**config.mk**
```make
export PLATFORM = sky130hd
export DESIGN_NAME = relock_output_sum_flat
export DESIGN_NICKNAME = d
export VERILOG_FILES = /design/src/rtl/relock_output_sum_if.sv /design/src/rtl/relock_output_sum.sv /design/src/flat_wrapper.sv
export SDC_FILE = /design/constraint.sdc
export NUM_CORES = 1
export LEC_CHECK = 0
export CORE_MARGIN = 5
export CORE_UTILIZATION = 51
export CTS_CLUSTER_DIAMETER = 150
export CTS_CLUSTER_SIZE = 28
export DETAILED_ROUTE_END_ITERATION = 16
export PLACE_DENSITY = 0.92
export SYNTH_ARGS = -nofsm -noshare
export SYNTH_HDL_FRONTEND = slang
export SYNTH_SLANG_ARGS = --single-unit
```
**constraint.sdc**
```tcl
create_clock -name clk_in -period 4.37 [get_ports clk_in]
set_input_delay 1.311 -clock clk_in [delete_from_list [all_inputs] [get_ports clk_in]]
set_output_delay 1.311 -clock clk_in [all_outputs]
set_load 0.03 [all_outputs]
```
**src/rtl/relock_output_sum_if.sv**
```systemverilog
// ============================================================================
//  Module      : relock_output_sum_if
//  Description : Sample/limit/DAC bundle between the relock datapath and the
//                output-sum stage. RELOCK_OUT_SLEW_EN adds slew_in.
//  Revision    : 1.0  initial release
// ============================================================================
`default_nettype none

interface relock_output_sum_if #(
    parameter int FILTER_SIZE     = 18,
    parameter int SIGNAL_OUT_SIZE = 16,
    parameter int OUT_SIZE        = 16,
    parameter int RAIL_CNT_BITS   = 8
);
    logic                         on_in;
    logic [FILTER_SIZE-1:0]       filter_in;
    logic                         filter_valid_in;
    logic [SIGNAL_OUT_SIZE+1:0]   relock_in;
    logic [OUT_SIZE-1:0]          minval_in;
    logic [OUT_SIZE-1:0]          maxval_in;
    logic [RAIL_CNT_BITS-1:0]     rail_delay_in;
    logic                         hold_in;
    logic [OUT_SIZE-1:0]          dac_out;
    logic                         dac_valid_out;
    logic [1:0]                   railed_out;
`ifdef RELOCK_OUT_SLEW_EN
    logic [OUT_SIZE-1:0]          slew_in;

    modport master (
        output on_in, filter_in, filter_valid_in, relock_in, minval_in, maxval_in,
               rail_delay_in, hold_in, slew_in,
        input  dac_out, dac_valid_out, railed_out
    );
    modport slave (
        input  on_in, filter_in, filter_valid_in, relock_in, minval_in, maxval_in,
               rail_delay_in, hold_in, slew_in,
        output dac_out, dac_valid_out, railed_out
    );
`else
    modport master (
        output on_in, filter_in, filter_valid_in, relock_in, minval_in, maxval_in,
               rail_delay_in, hold_in,
        input  dac_out, dac_valid_out, railed_out
    );
    modport slave (
        input  on_in, filter_in, filter_valid_in, relock_in, minval_in, maxval_in,
               rail_delay_in, hold_in,
        output dac_out, dac_valid_out, railed_out
    );
`endif
endinterface

`default_nettype wire

```
**src/rtl/relock_output_sum.sv**
```systemverilog
// ============================================================================
//  Module      : relock_output_sum
//  Description : Sums loop filter and relock sweep, clamps to the output window,
//                drives the DAC word and debounced railed flags.
//                Optional macro RELOCK_OUT_SLEW_EN adds a slew-limited S3 stage.
//  Revision    : 1.0  initial release
// ============================================================================
`default_nettype none

module relock_output_sum #(
    parameter int FILTER_SIZE     = 18,
    parameter int SIGNAL_OUT_SIZE = 16,
    parameter int OUT_SIZE        = 16,
    parameter int RAIL_CNT_BITS   = 8
) (
    input  wire logic             clk_in,
    input  wire logic             rst_n_in,
    relock_output_sum_if.slave    bus
);

    localparam int c_relock_w = SIGNAL_OUT_SIZE + 2;
    localparam int c_sum_w    = ((FILTER_SIZE > c_relock_w) ? FILTER_SIZE : c_relock_w) + 1;
    localparam logic [RAIL_CNT_BITS-1:0] c_cnt_one = 1;

    // ---------------- S1: sum ----------------
    logic signed [c_sum_w-1:0] w_filter_ext;
    logic signed [c_sum_w-1:0] w_relock_ext;
    logic signed [c_sum_w-1:0] w_relock_term;
    logic signed [c_sum_w-1:0] r_s1_sum;
    logic                      r_s1_valid;

    assign w_filter_ext  = {{(c_sum_w-FILTER_SIZE){bus.filter_in[FILTER_SIZE-1]}}, bus.filter_in};
    assign w_relock_ext  = {{(c_sum_w-c_relock_w){bus.relock_in[c_relock_w-1]}}, bus.relock_in};
    assign w_relock_term = bus.on_in ? w_relock_ext : '0;

    always_ff @(posedge clk_in) begin
        if (!rst_n_in) begin
            r_s1_valid <= 1'b0;
            r_s1_sum   <= '0;
        end else begin
            r_s1_valid <= bus.filter_valid_in;
            if (bus.filter_valid_in) begin
                r_s1_sum <= w_filter_ext + w_relock_term;
            end
        end
    end

    // ---------------- S2: window compare and clamp ----------------
    logic signed [c_sum_w-1:0] w_max_ext;
    logic signed [c_sum_w-1:0] w_min_ext;
    logic                      w_hi;
    logic                      w_lo;
    logic                      w_lo_run;
    logic [OUT_SIZE-1:0]       w_clamp;

    assign w_max_ext = {{(c_sum_w-OUT_SIZE){bus.maxval_in[OUT_SIZE-1]}}, bus.maxval_in};
    assign w_min_ext = {{(c_sum_w-OUT_SIZE){bus.minval_in[OUT_SIZE-1]}}, bus.minval_in};
    assign w_hi      = (r_s1_sum > w_max_ext);
    assign w_lo      = (r_s1_sum < w_min_ext);
    // An inverted window (min > max) counts only as railed high.
    assign w_lo_run  = w_lo & ~w_hi;
    assign w_clamp   = w_hi ? bus.maxval_in :
                       w_lo ? bus.minval_in : r_s1_sum[OUT_SIZE-1:0];

    // ---------------- Rail debounce ----------------
    logic [RAIL_CNT_BITS-1:0] r_cnt_hi;
    logic [RAIL_CNT_BITS-1:0] r_cnt_lo;
    logic [RAIL_CNT_BITS-1:0] w_cnt_hi_inc;
    logic [RAIL_CNT_BITS-1:0] w_cnt_lo_inc;
    logic [1:0]               r_railed;

    assign w_cnt_hi_inc = (&r_cnt_hi) ? r_cnt_hi : r_cnt_hi + c_cnt_one;
    assign w_cnt_lo_inc = (&r_cnt_lo) ? r_cnt_lo : r_cnt_lo + c_cnt_one;

    always_ff @(posedge clk_in) begin
        if (!rst_n_in) begin
            r_cnt_hi <= '0;
            r_cnt_lo <= '0;
            r_railed <= 2'b00;
        end else if (r_s1_valid) begin
            if (w_hi) begin
                r_cnt_hi <= w_cnt_hi_inc;
                if (r_cnt_hi == bus.rail_delay_in) begin
                    r_railed[1] <= 1'b1;
                end
            end else begin
                r_cnt_hi    <= '0;
                r_railed[1] <= 1'b0;
            end
            if (w_lo_run) begin
                r_cnt_lo <= w_cnt_lo_inc;
                if (r_cnt_lo == bus.rail_delay_in) begin
                    r_railed[0] <= 1'b1;
                end
            end else begin
                r_cnt_lo    <= '0;
                r_railed[0] <= 1'b0;
            end
        end
    end

    assign bus.railed_out = r_railed;

    // ---------------- Output register(s) ----------------
    logic [OUT_SIZE-1:0] r_dac;
    logic                r_dac_valid;

`ifdef RELOCK_OUT_SLEW_EN
    logic [OUT_SIZE-1:0]        r_target;
    logic                       r_s2_valid;
    logic                       r_s2_hold;
    logic signed [OUT_SIZE:0]   w_diff;
    logic signed [OUT_SIZE:0]   w_slew_ext;
    logic signed [OUT_SIZE:0]   w_up;
    logic signed [OUT_SIZE:0]   w_dn;
    logic [OUT_SIZE-1:0]        w_slewed;

    always_ff @(posedge clk_in) begin
        if (!rst_n_in) begin
            r_s2_valid <= 1'b0;
            r_s2_hold  <= 1'b0;
            r_target   <= '0;
        end else begin
            r_s2_valid <= r_s1_valid;
            if (r_s1_valid) begin
                r_s2_hold <= bus.hold_in;
                if (!bus.hold_in) begin
                    r_target <= w_clamp;
                end
            end
        end
    end

    assign w_diff     = {r_target[OUT_SIZE-1], r_target} - {r_dac[OUT_SIZE-1], r_dac};
    assign w_slew_ext = {1'b0, bus.slew_in};
    assign w_up       = {r_dac[OUT_SIZE-1], r_dac} + w_slew_ext;
    assign w_dn       = {r_dac[OUT_SIZE-1], r_dac} - w_slew_ext;

    // A zero slew limit passes the target straight through.
    always_comb begin
        w_slewed = r_target;
        if (bus.slew_in != '0) begin
            if (w_diff > w_slew_ext) begin
                w_slewed = w_up[OUT_SIZE-1:0];
            end else if (w_diff < -w_slew_ext) begin
                w_slewed = w_dn[OUT_SIZE-1:0];
            end
        end
    end

    always_ff @(posedge clk_in) begin
        if (!rst_n_in) begin
            r_dac       <= '0;
            r_dac_valid <= 1'b0;
        end else begin
            r_dac_valid <= r_s2_valid;
            if (r_s2_valid && !r_s2_hold) begin
                r_dac <= w_slewed;
            end
        end
    end
`else
    always_ff @(posedge clk_in) begin
        if (!rst_n_in) begin
            r_dac       <= '0;
            r_dac_valid <= 1'b0;
        end else begin
            r_dac_valid <= r_s1_valid;
            if (r_s1_valid && !bus.hold_in) begin
                r_dac <= w_clamp;
            end
        end
    end
`endif

    assign bus.dac_out       = r_dac;
    assign bus.dac_valid_out = r_dac_valid;

endmodule

`default_nettype wire

```
**src/flat_wrapper.sv**
```systemverilog
// flat-port wrapper written by rule: the top's interface ports become plain ports
module relock_output_sum_flat 
#(
    parameter int FILTER_SIZE     = 18,
    parameter int SIGNAL_OUT_SIZE = 16,
    parameter int OUT_SIZE        = 16,
    parameter int RAIL_CNT_BITS   = 8
)
  (clk_in, rst_n_in, bus_on_in, bus_filter_in, bus_filter_valid_in, bus_relock_in, bus_minval_in, bus_maxval_in, bus_rail_delay_in, bus_hold_in, bus_dac_out, bus_dac_valid_out, bus_railed_out);
  relock_output_sum_if #(.FILTER_SIZE(FILTER_SIZE), .SIGNAL_OUT_SIZE(SIGNAL_OUT_SIZE), .OUT_SIZE(OUT_SIZE), .RAIL_CNT_BITS(RAIL_CNT_BITS)) bus_i ();
  input  wire logic clk_in;
  input  wire logic rst_n_in;
  input wire logic [$bits(bus_i.on_in)-1:0] bus_on_in;
  input wire logic [$bits(bus_i.filter_in)-1:0] bus_filter_in;
  input wire logic [$bits(bus_i.filter_valid_in)-1:0] bus_filter_valid_in;
  input wire logic [$bits(bus_i.relock_in)-1:0] bus_relock_in;
  input wire logic [$bits(bus_i.minval_in)-1:0] bus_minval_in;
  input wire logic [$bits(bus_i.maxval_in)-1:0] bus_maxval_in;
  input wire logic [$bits(bus_i.rail_delay_in)-1:0] bus_rail_delay_in;
  input wire logic [$bits(bus_i.hold_in)-1:0] bus_hold_in;
  output wire logic [$bits(bus_i.dac_out)-1:0] bus_dac_out;
  output wire logic [$bits(bus_i.dac_valid_out)-1:0] bus_dac_valid_out;
  output wire logic [$bits(bus_i.railed_out)-1:0] bus_railed_out;
  assign bus_i.on_in = bus_on_in;
  assign bus_i.filter_in = bus_filter_in;
  assign bus_i.filter_valid_in = bus_filter_valid_in;
  assign bus_i.relock_in = bus_relock_in;
  assign bus_i.minval_in = bus_minval_in;
  assign bus_i.maxval_in = bus_maxval_in;
  assign bus_i.rail_delay_in = bus_rail_delay_in;
  assign bus_i.hold_in = bus_hold_in;
  assign bus_dac_out = bus_i.dac_out;
  assign bus_dac_valid_out = bus_i.dac_valid_out;
  assign bus_railed_out = bus_i.railed_out;
  relock_output_sum #(.FILTER_SIZE(FILTER_SIZE), .SIGNAL_OUT_SIZE(SIGNAL_OUT_SIZE), .OUT_SIZE(OUT_SIZE), .RAIL_CNT_BITS(RAIL_CNT_BITS)) u_core (.clk_in(clk_in), .rst_n_in(rst_n_in), .bus(bus_i));
endmodule
```
==> results of run 1 <==
-- cells in the mapped netlist (3+ instances only) --
| cell type | n | area share |
|---|---|---|
| a211oi_1 | 5 | 0.0087 |
| a21boi_0 | 3 | 0.0052 |
| a21o_1 | 7 | 0.012 |
| a21oi_1 | 34 | 0.039 |
| a22oi_1 | 17 | 0.030 |
| a31oi_1 | 8 | 0.012 |
| and2_1 | 21 | 0.030 |
| and3_1 | 6 | 0.0087 |
| clkbuf_1 | 15 | 0.013 |
| dfxtp_1 | 55 | 0.26 |
| ha_1 | 57 | 0.17 |
| inv_1 | 40 | 0.035 |
| mux2i_1 | 29 | 0.067 |
| nand2_1 | 26 | 0.023 |
| nand2b_1 | 4 | 0.0058 |
| nand3_1 | 15 | 0.017 |
| nand3b_1 | 6 | 0.010 |
| nand4_1 | 7 | 0.010 |
| nand4b_1 | 6 | 0.012 |
| nor2_1 | 39 | 0.034 |
| nor2b_1 | 3 | 0.0044 |
| nor3_1 | 10 | 0.012 |
| nor4_1 | 5 | 0.0073 |
| o211ai_1 | 5 | 0.0087 |
| o21ai_0 | 24 | 0.028 |
| o21ai_1 | 11 | 0.013 |
| o21bai_1 | 3 | 0.0052 |
| o22ai_1 | 3 | 0.0044 |
| xnor2_1 | 20 | 0.041 |
| xor2_1 | 10 | 0.020 |
-- power groups by stage --
| stage | Sequential (mW) | Combinational [mW] | Clock (mW) |
|---|---|---|---|
| 2_1_floorplan | 0.576 | 0.294 | 0 |
| 3_3_place_gp | 0.572 | 0.455 | 0 |
| 3_5_place_dp | 0.574 | 0.477 | 0 |
| 4_1_cts | 0.563 | 0.482 | 0.405 |
| 5_1_grt | 0.568 | 0.536 | 0.426 |
| 6_report | 0.564 | 0.487 | 0.402 |
-- per-stage QoR --
stage                     worst slack (ps)  std cells
final                                357.9        725
after global routing                 131.5        725
after CTS                            441.0        725
after detailed placement             108.8        717
after global placement               257.9        717
after floorplan                      776.7        521
-- flip-flops by register name (all words and copies together) (netlist names) --
signal,cells
u_core.bus.dac_valid_out,1
u_core.r_cnt_lo,8
u_core.r_cnt_hi,8
u_core.bus.railed_out,2
u_core.bus.dac_out,16
u_core.r_s1_sum,19
u_core.r_s1_valid,1
-- area by class of cell --
| class | count | area, um2 |
|---|---|---|
| Clock buffer | 5 | 68.82 |
| Clock inverter | 3 | 67.56 |
| Fill cell | 617 | 2651 |
| Inverter | 40 | 150.1 |
| Multi-Input combinational cell | 408 | 2980 |
| Sequential cell | 55 | 1101 |
| Tap cell | 105 | 131.4 |
| Timing Repair Buffer | 109 | 1066 |
-- layer usage --
| metal | wire length, um | global-route usage | share of wire |
|---|---|---|---|
| met1 | 4667 | 0.2676 | 0.39 |
| met2 | 6042 | 0.4268 | 0.51 |
| met3 | 964 | 0.05324 | 0.081 |
| met4 | 194 | 0.06963 | 0.016 |
| met5 | 0 | 0 | 0 |
-- cells by family (layout without fill, tap and decap cells) --
logic type	after synthesis	after routing
buffers and inverters	58	157
adders and majority gates	58	58
AOI/OAI and AO/OA	137	137
muxes	30	30
DFF	55	55
and+or+nand+nor	153	153
xor gates and xnor gates	30	30
-- worst reg2reg max path, stage by stage, from the launching register on --
cell and delay [ps]:
dfxtp_1 760, inv_1 410, or3_1 490, nor2_1 930
a22oi_1 260, o21ai_1 150
-- final timing paths --
path | depth (start not counted) | endpoint
min reg2reg | 2 | u_core.bus.dac_out[12]
min | 2 | u_core.bus.dac_out[12]
max | 12 | u_core.r_s1_sum[18]
max reg2reg | 5 | u_core.bus.dac_out[11]
==> results.toml, run 1 <==
[outcome]
status = "finished, final reports clean"

[sta]
slew_headroom = 0.1812
finClkSkew_ps = 4.357
hold_viol = 0
grt_setup_unrepaired = "false"
max_freq_mhz = 249.2
setup_tns_ps = 0
worst_pin_slew_ps = 1224
period_minus_slack_ps = 4012
finalMaxSlewViolations = 0
setup-violations-final = 0
fin_hold_ws_ps = 497.5
fin_crit_sh = 0.9181

[clocking]
root_buffer = "clkbuf_8"
cts_max_level = 2
clkLatencyLatePin_ps = 310
clkSlewWorstSetupHoldPaths_ps = 100
clkSinkCount = 55
cts_buffer_depth = 2
post_cts_buffers = 0
cts_tree = "yes"
postCtsResizedCells = 0
cts-buffers-inserted = 5
hold_buffers = 0

[floorplan]
die-area_um2 = 10400
ios = 100
die_h_um = 102.0
dieWidth_um = 102.0
core-area_um2 = 8217
rows = 33
start_util = 0.5250

[grt]
antenna_found_initial = 0
first_global_vias = 4434
grt_max_degree = 31
grt_remaining_overflow = 0
grt_pass1_wl_um = 19890
grtUsageTotal = 0.2326

[yosys]
synthXorXnorAreaFrac = 0.06090
ys_seq_elements = 55
async_reset_ff_frac = 0
synth-simple-area-share = 0.1833
syn_inst = 521
synth_edf_count = 0
yosysUniqueCellTypes = 52
synth_flop_cell = "dfxtp_1"
synth_adder_area_share = 0.1700
synth_compound_area_frac = 0.2042
netlist_area_um2 = 4314
synth_mux_area_frac = 0.07251
yosysSeqAreaShare = 0.2552
syn_nets = 660
yosysWarnings = 0
synth_top_family_by_area = "compound AO/OA/AOI/OAI gates"
syn_area_per_cell_um2 = 8.280

[route]
drtAntennaViolNets = 0
drt_iter0_drc = 256
drc = 0
vias_per_cell = 5.903
num_vias = 4280
drt_first_pass_iters = 5
wl_per_cell_um = 16.37
wl_um = 11870

[job]
drv_cap = 0

[worst_setup_path]
crit_slowest_cell = "clkdlybuf4s50_1"
worst_setup_path_end_kind = "flop"
cp_top_family = "compound AO/OA/AOI/OAI gates"
timing.rr.start = "u_core.r_s1_valid"
path_cells = "clkdlybuf4s50_1, buf_4, and2_1, ha_1, o21ai_0, a21boi_0, nand3_1, o211ai_1, a31oi_1, o21ai_0, a21o_1, a41oi_1"
arrival_ps = 4170
crit_path_start_kind = "primary input"
worstSetupPathType = "primary input to flop"
max_stage_delay_ps = 440
crit_path_frequent_cell = "o21ai_0"
setup.reg_to_reg.worst_slack_ps = 1310
path_buf_inv = 2
required_ps = 4520
crit_start = "bus_on_in"
cp_max_fo = 15

[pwr]
seqPwrFrac = 0.388
ir_worst_vdd_uv = 139.2
p_int_mw = 0.9976
clkPwrFrac = 0.277
netSwitchingFraction = 0.3135
pwr_density_cell_nw_per_um2 = 261.1
power_frac_comb = 0.335
p_total_mw = 1.453
p_leak_nw = 2.412
p_sw_mw = 0.4556

[placement]
place_congestion = 0.8840
hpwl_um = 9452
placed_cell_area_um2 = 5429
io_buffers = 99

[final_layout]
layout.nets = 758
syn_to_final_growth_pct = 29.00
most-common-layout-cells = "99 x clkdlybuf4s50_1, 57 x ha_1, 55 x dfxtp_1"
fin_area_um2 = 5565
finalCoreUtilization = 0.6773
final_common_cell = "clkdlybuf4s50_1"
drive_gt1_frac = 0.03710
insertedDiodeCount = 0

[worst_hold_path]
hold_path.class = "flop to flop"
worstHoldStart = "u_core.bus.dac_out[12]"
Note: power is estimated with default switching activity, not from simulation.
==> run 2: changes to the inputs <==
--- a/config.mk
+++ b/config.mk
@@ -11,6 +11,8 @@
 export CTS_CLUSTER_SIZE = 28
 export DETAILED_ROUTE_END_ITERATION = 16
 export PLACE_DENSITY = 0.92
+export SLEW_MARGIN = 20
 export SYNTH_ARGS = -nofsm -noshare
 export SYNTH_HDL_FRONTEND = slang
 export SYNTH_SLANG_ARGS = --single-unit
+export TNS_END_PERCENT = 10
==> constraint.sdc (replaced) <==
create_clock -name clk_in -period 4.37 [get_ports clk_in]
set_input_delay 1.311 -clock clk_in [delete_from_list [all_inputs] [get_ports clk_in]]
set_output_delay 1.311 -clock clk_in [all_outputs]
set_load 0.1 [all_outputs]
==> run 2 against run 1 <==
  * Register-to-register slack improved by 330 ps
  * Sequential power about the same
  * Final area about the same
  * Fmax increased by 0.23%
  * Die area is the same
  * Clock power barely moved
  * Sequential share of layout area about the same
==> results.toml, run 2 (same netlist as run 1, synthesis figures left out) <==
[outcome]
status = "finished, final reports clean"

[grt]
grt_max_degree = 31
first_global_vias = 4434
grtUsageTotal = 0.2326
grt_pass1_wl_um = 19890
antenna_found_initial = 0
grt_remaining_overflow = 0

[worst_setup_path]
cp_max_fo = 15
worst_setup_path_end_kind = "flop"
timing.rr.start = "u_core.r_s1_sum[1]"
required_ps = 4530
worstSetupPathType = "primary input to flop"
critPathCapture = "u_core.r_s1_sum[18]"
max_stage_delay_ps = 440
crit_path_start_kind = "primary input"
r2r_end = "u_core.bus.dac_out[3]"
crit_path_frequent_cell = "o21ai_0"
path_buf_inv = 2
path_cells = "clkdlybuf4s50_1, buf_4, and2_1, ha_1, o21ai_0, a21boi_0, nand3_1, o211ai_1, a31oi_1, o21ai_0, a21o_1, a41oi_1"
worstSetupPathDepth = 12
setup.reg_to_reg.worst_slack_ps = 1640
crit_start = "bus_on_in"
cp_top_family = "compound AO/OA/AOI/OAI gates"
reg2reg_depth = 9
arrival_ps = 4160
crit_slowest_cell = "clkdlybuf4s50_1"

[route]
num_vias = 4265
wl_per_cell_um = 16.40
drt_first_pass_iters = 5
drc = 0
vias_per_cell = 5.883
drt_iter0_drc = 249
drtAntennaViolNets = 0
wl_um = 11890

[placement]
dp.cells = 717
io_buffers = 99
hpwl_um = 9452
place_congestion = 0.8840

[clocking]
postCtsResizedCells = 0
root_buffer = "clkbuf_8"
hold_buffers = 0
clkLatencyLatePin_ps = 320
post_cts_buffers = 0
clkSlewWorstSetupHoldPaths_ps = 100
cts-buffers-inserted = 5
cts_tree = "yes"
clkSinkCount = 55
cts_buffer_depth = 2
cts_max_level = 2

[final_layout]
syn_to_final_growth_pct = 29.06
insertedDiodeCount = 0
drive_gt1_frac = 0.03871
top_register = "u_core.r_s1_sum"
seq_area_um2 = 1101
most-common-layout-cells = "99 x clkdlybuf4s50_1, 57 x ha_1, 55 x dfxtp_1"
final_cells = 725
multiInputGateArea_um2 = 2983
fill_cells = 616
layout.nets = 758
largest_reg_flops = 19
final_common_cell = "clkdlybuf4s50_1"

[sta]
grt_setup_unrepaired = "false"
fin_hold_ws_ps = 498.3
hold_viol = 0
setup_tns_ps = 0
finalMaxSlewViolations = 0
slew_headroom = 0.3312
fin_crit_sh = 0.9159
finClkSkew_ps = 7.930
setup-violations-final = 0
worst_pin_slew_ps = 1000
period_minus_slack_ps = 4003
max_freq_mhz = 249.8

[floorplan]
die_h_um = 102.0
die-area_um2 = 10400
core-area_um2 = 8217
dieWidth_um = 102.0
start_util = 0.5250
ios = 100
rows = 33

[worst_hold_path]
hold_path.class = "flop to flop"
worstHoldStart = "u_core.bus.dac_out[12]"

[job]
drv_cap = 0

[pwr]
clkPwrFrac = 0.268
p_sw_mw = 0.4981
ir_worst_vdd_uv = 141.0
netSwitchingFraction = 0.3331
power_frac_comb = 0.354
p_leak_nw = 2.412
seqPwrFrac = 0.378
pwr_density_cell_nw_per_um2 = 268.6
p_int_mw = 0.9973
==> run 2: changes by cell type in the layout (fill, tap and decap cells not counted) <==
cell	previous run	this run
nor2_2	0	1
nor2_1	39	38
==> run 2: power by group through the flow <==
stage / clock (mW) / sequential [mW] / combinational, mW
detailed placement: 0 / 0.574 / 0.520
global route: 0.426 / 0.568 / 0.579
CTS: 0.405 / 0.563 / 0.525
global placement: 0 / 0.572 / 0.498
floorplan: 0 / 0.619 / 0.294
finish: 0.401 / 0.565 / 0.530
==> run 2: worst min-delay path by stage <==
stage                                           to  slack (ps)  cells past startpoint
final                       u_core.bus.dac_out[12]         500                      2
after global routing        u_core.bus.dac_out[12]         520                      2
after CTS                    u_core.bus.dac_out[1]         500                      2
after detailed placement     u_core.bus.dac_out[1]         480                      2
after global placement    u_core.bus.railed_out[1]         450                      2
after floorplan                u_core.r_s1_sum[17]         470                      2
==> run 2: layer usage <==
layer	share of wire	routed length, um	global-route usage
met3	0.077	916	0.05324
met4	0.016	186	0.06963
met1	0.40	4728	0.2676
met2	0.51	6059	0.4268
met5	0	0	0
==> run 2: per-stage QoR <==
step / utilization / instance area [um2] / power, mW / setup slack [ps]
3_5_place_dp: 0.6607 / 5429 / 1.095 / 108.8
2_1_floorplan: - / 4314 / 0.9131 / 776.7
6_report: 0.6776 / 5568 / 1.495 / 367.3
3_3_place_gp: 0.6607 / 5429 / 1.070 / 257.9
4_1_cts: 0.6773 / 5565 / 1.493 / 441.0
5_1_grt: 0.6776 / 5568 / 1.573 / 131.5
==> run 2: worst min-delay path: stages, from the launching register on <==
cell and delay [ps]:
dfxtp_1 350, a22oi_1 60, o21ai_1 60
==> run 2: area by class of cell <==
cell class / instances / share of cell area
clock inverter: 3 / 0.01213
timing repair buffer: 109 / 0.1915
inverter: 40 / 0.02697
clock buffer: 5 / 0.01236
tap: 105 / 0.02360
sequential: 55 / 0.1978
multi-input combinational: 408 / 0.5357
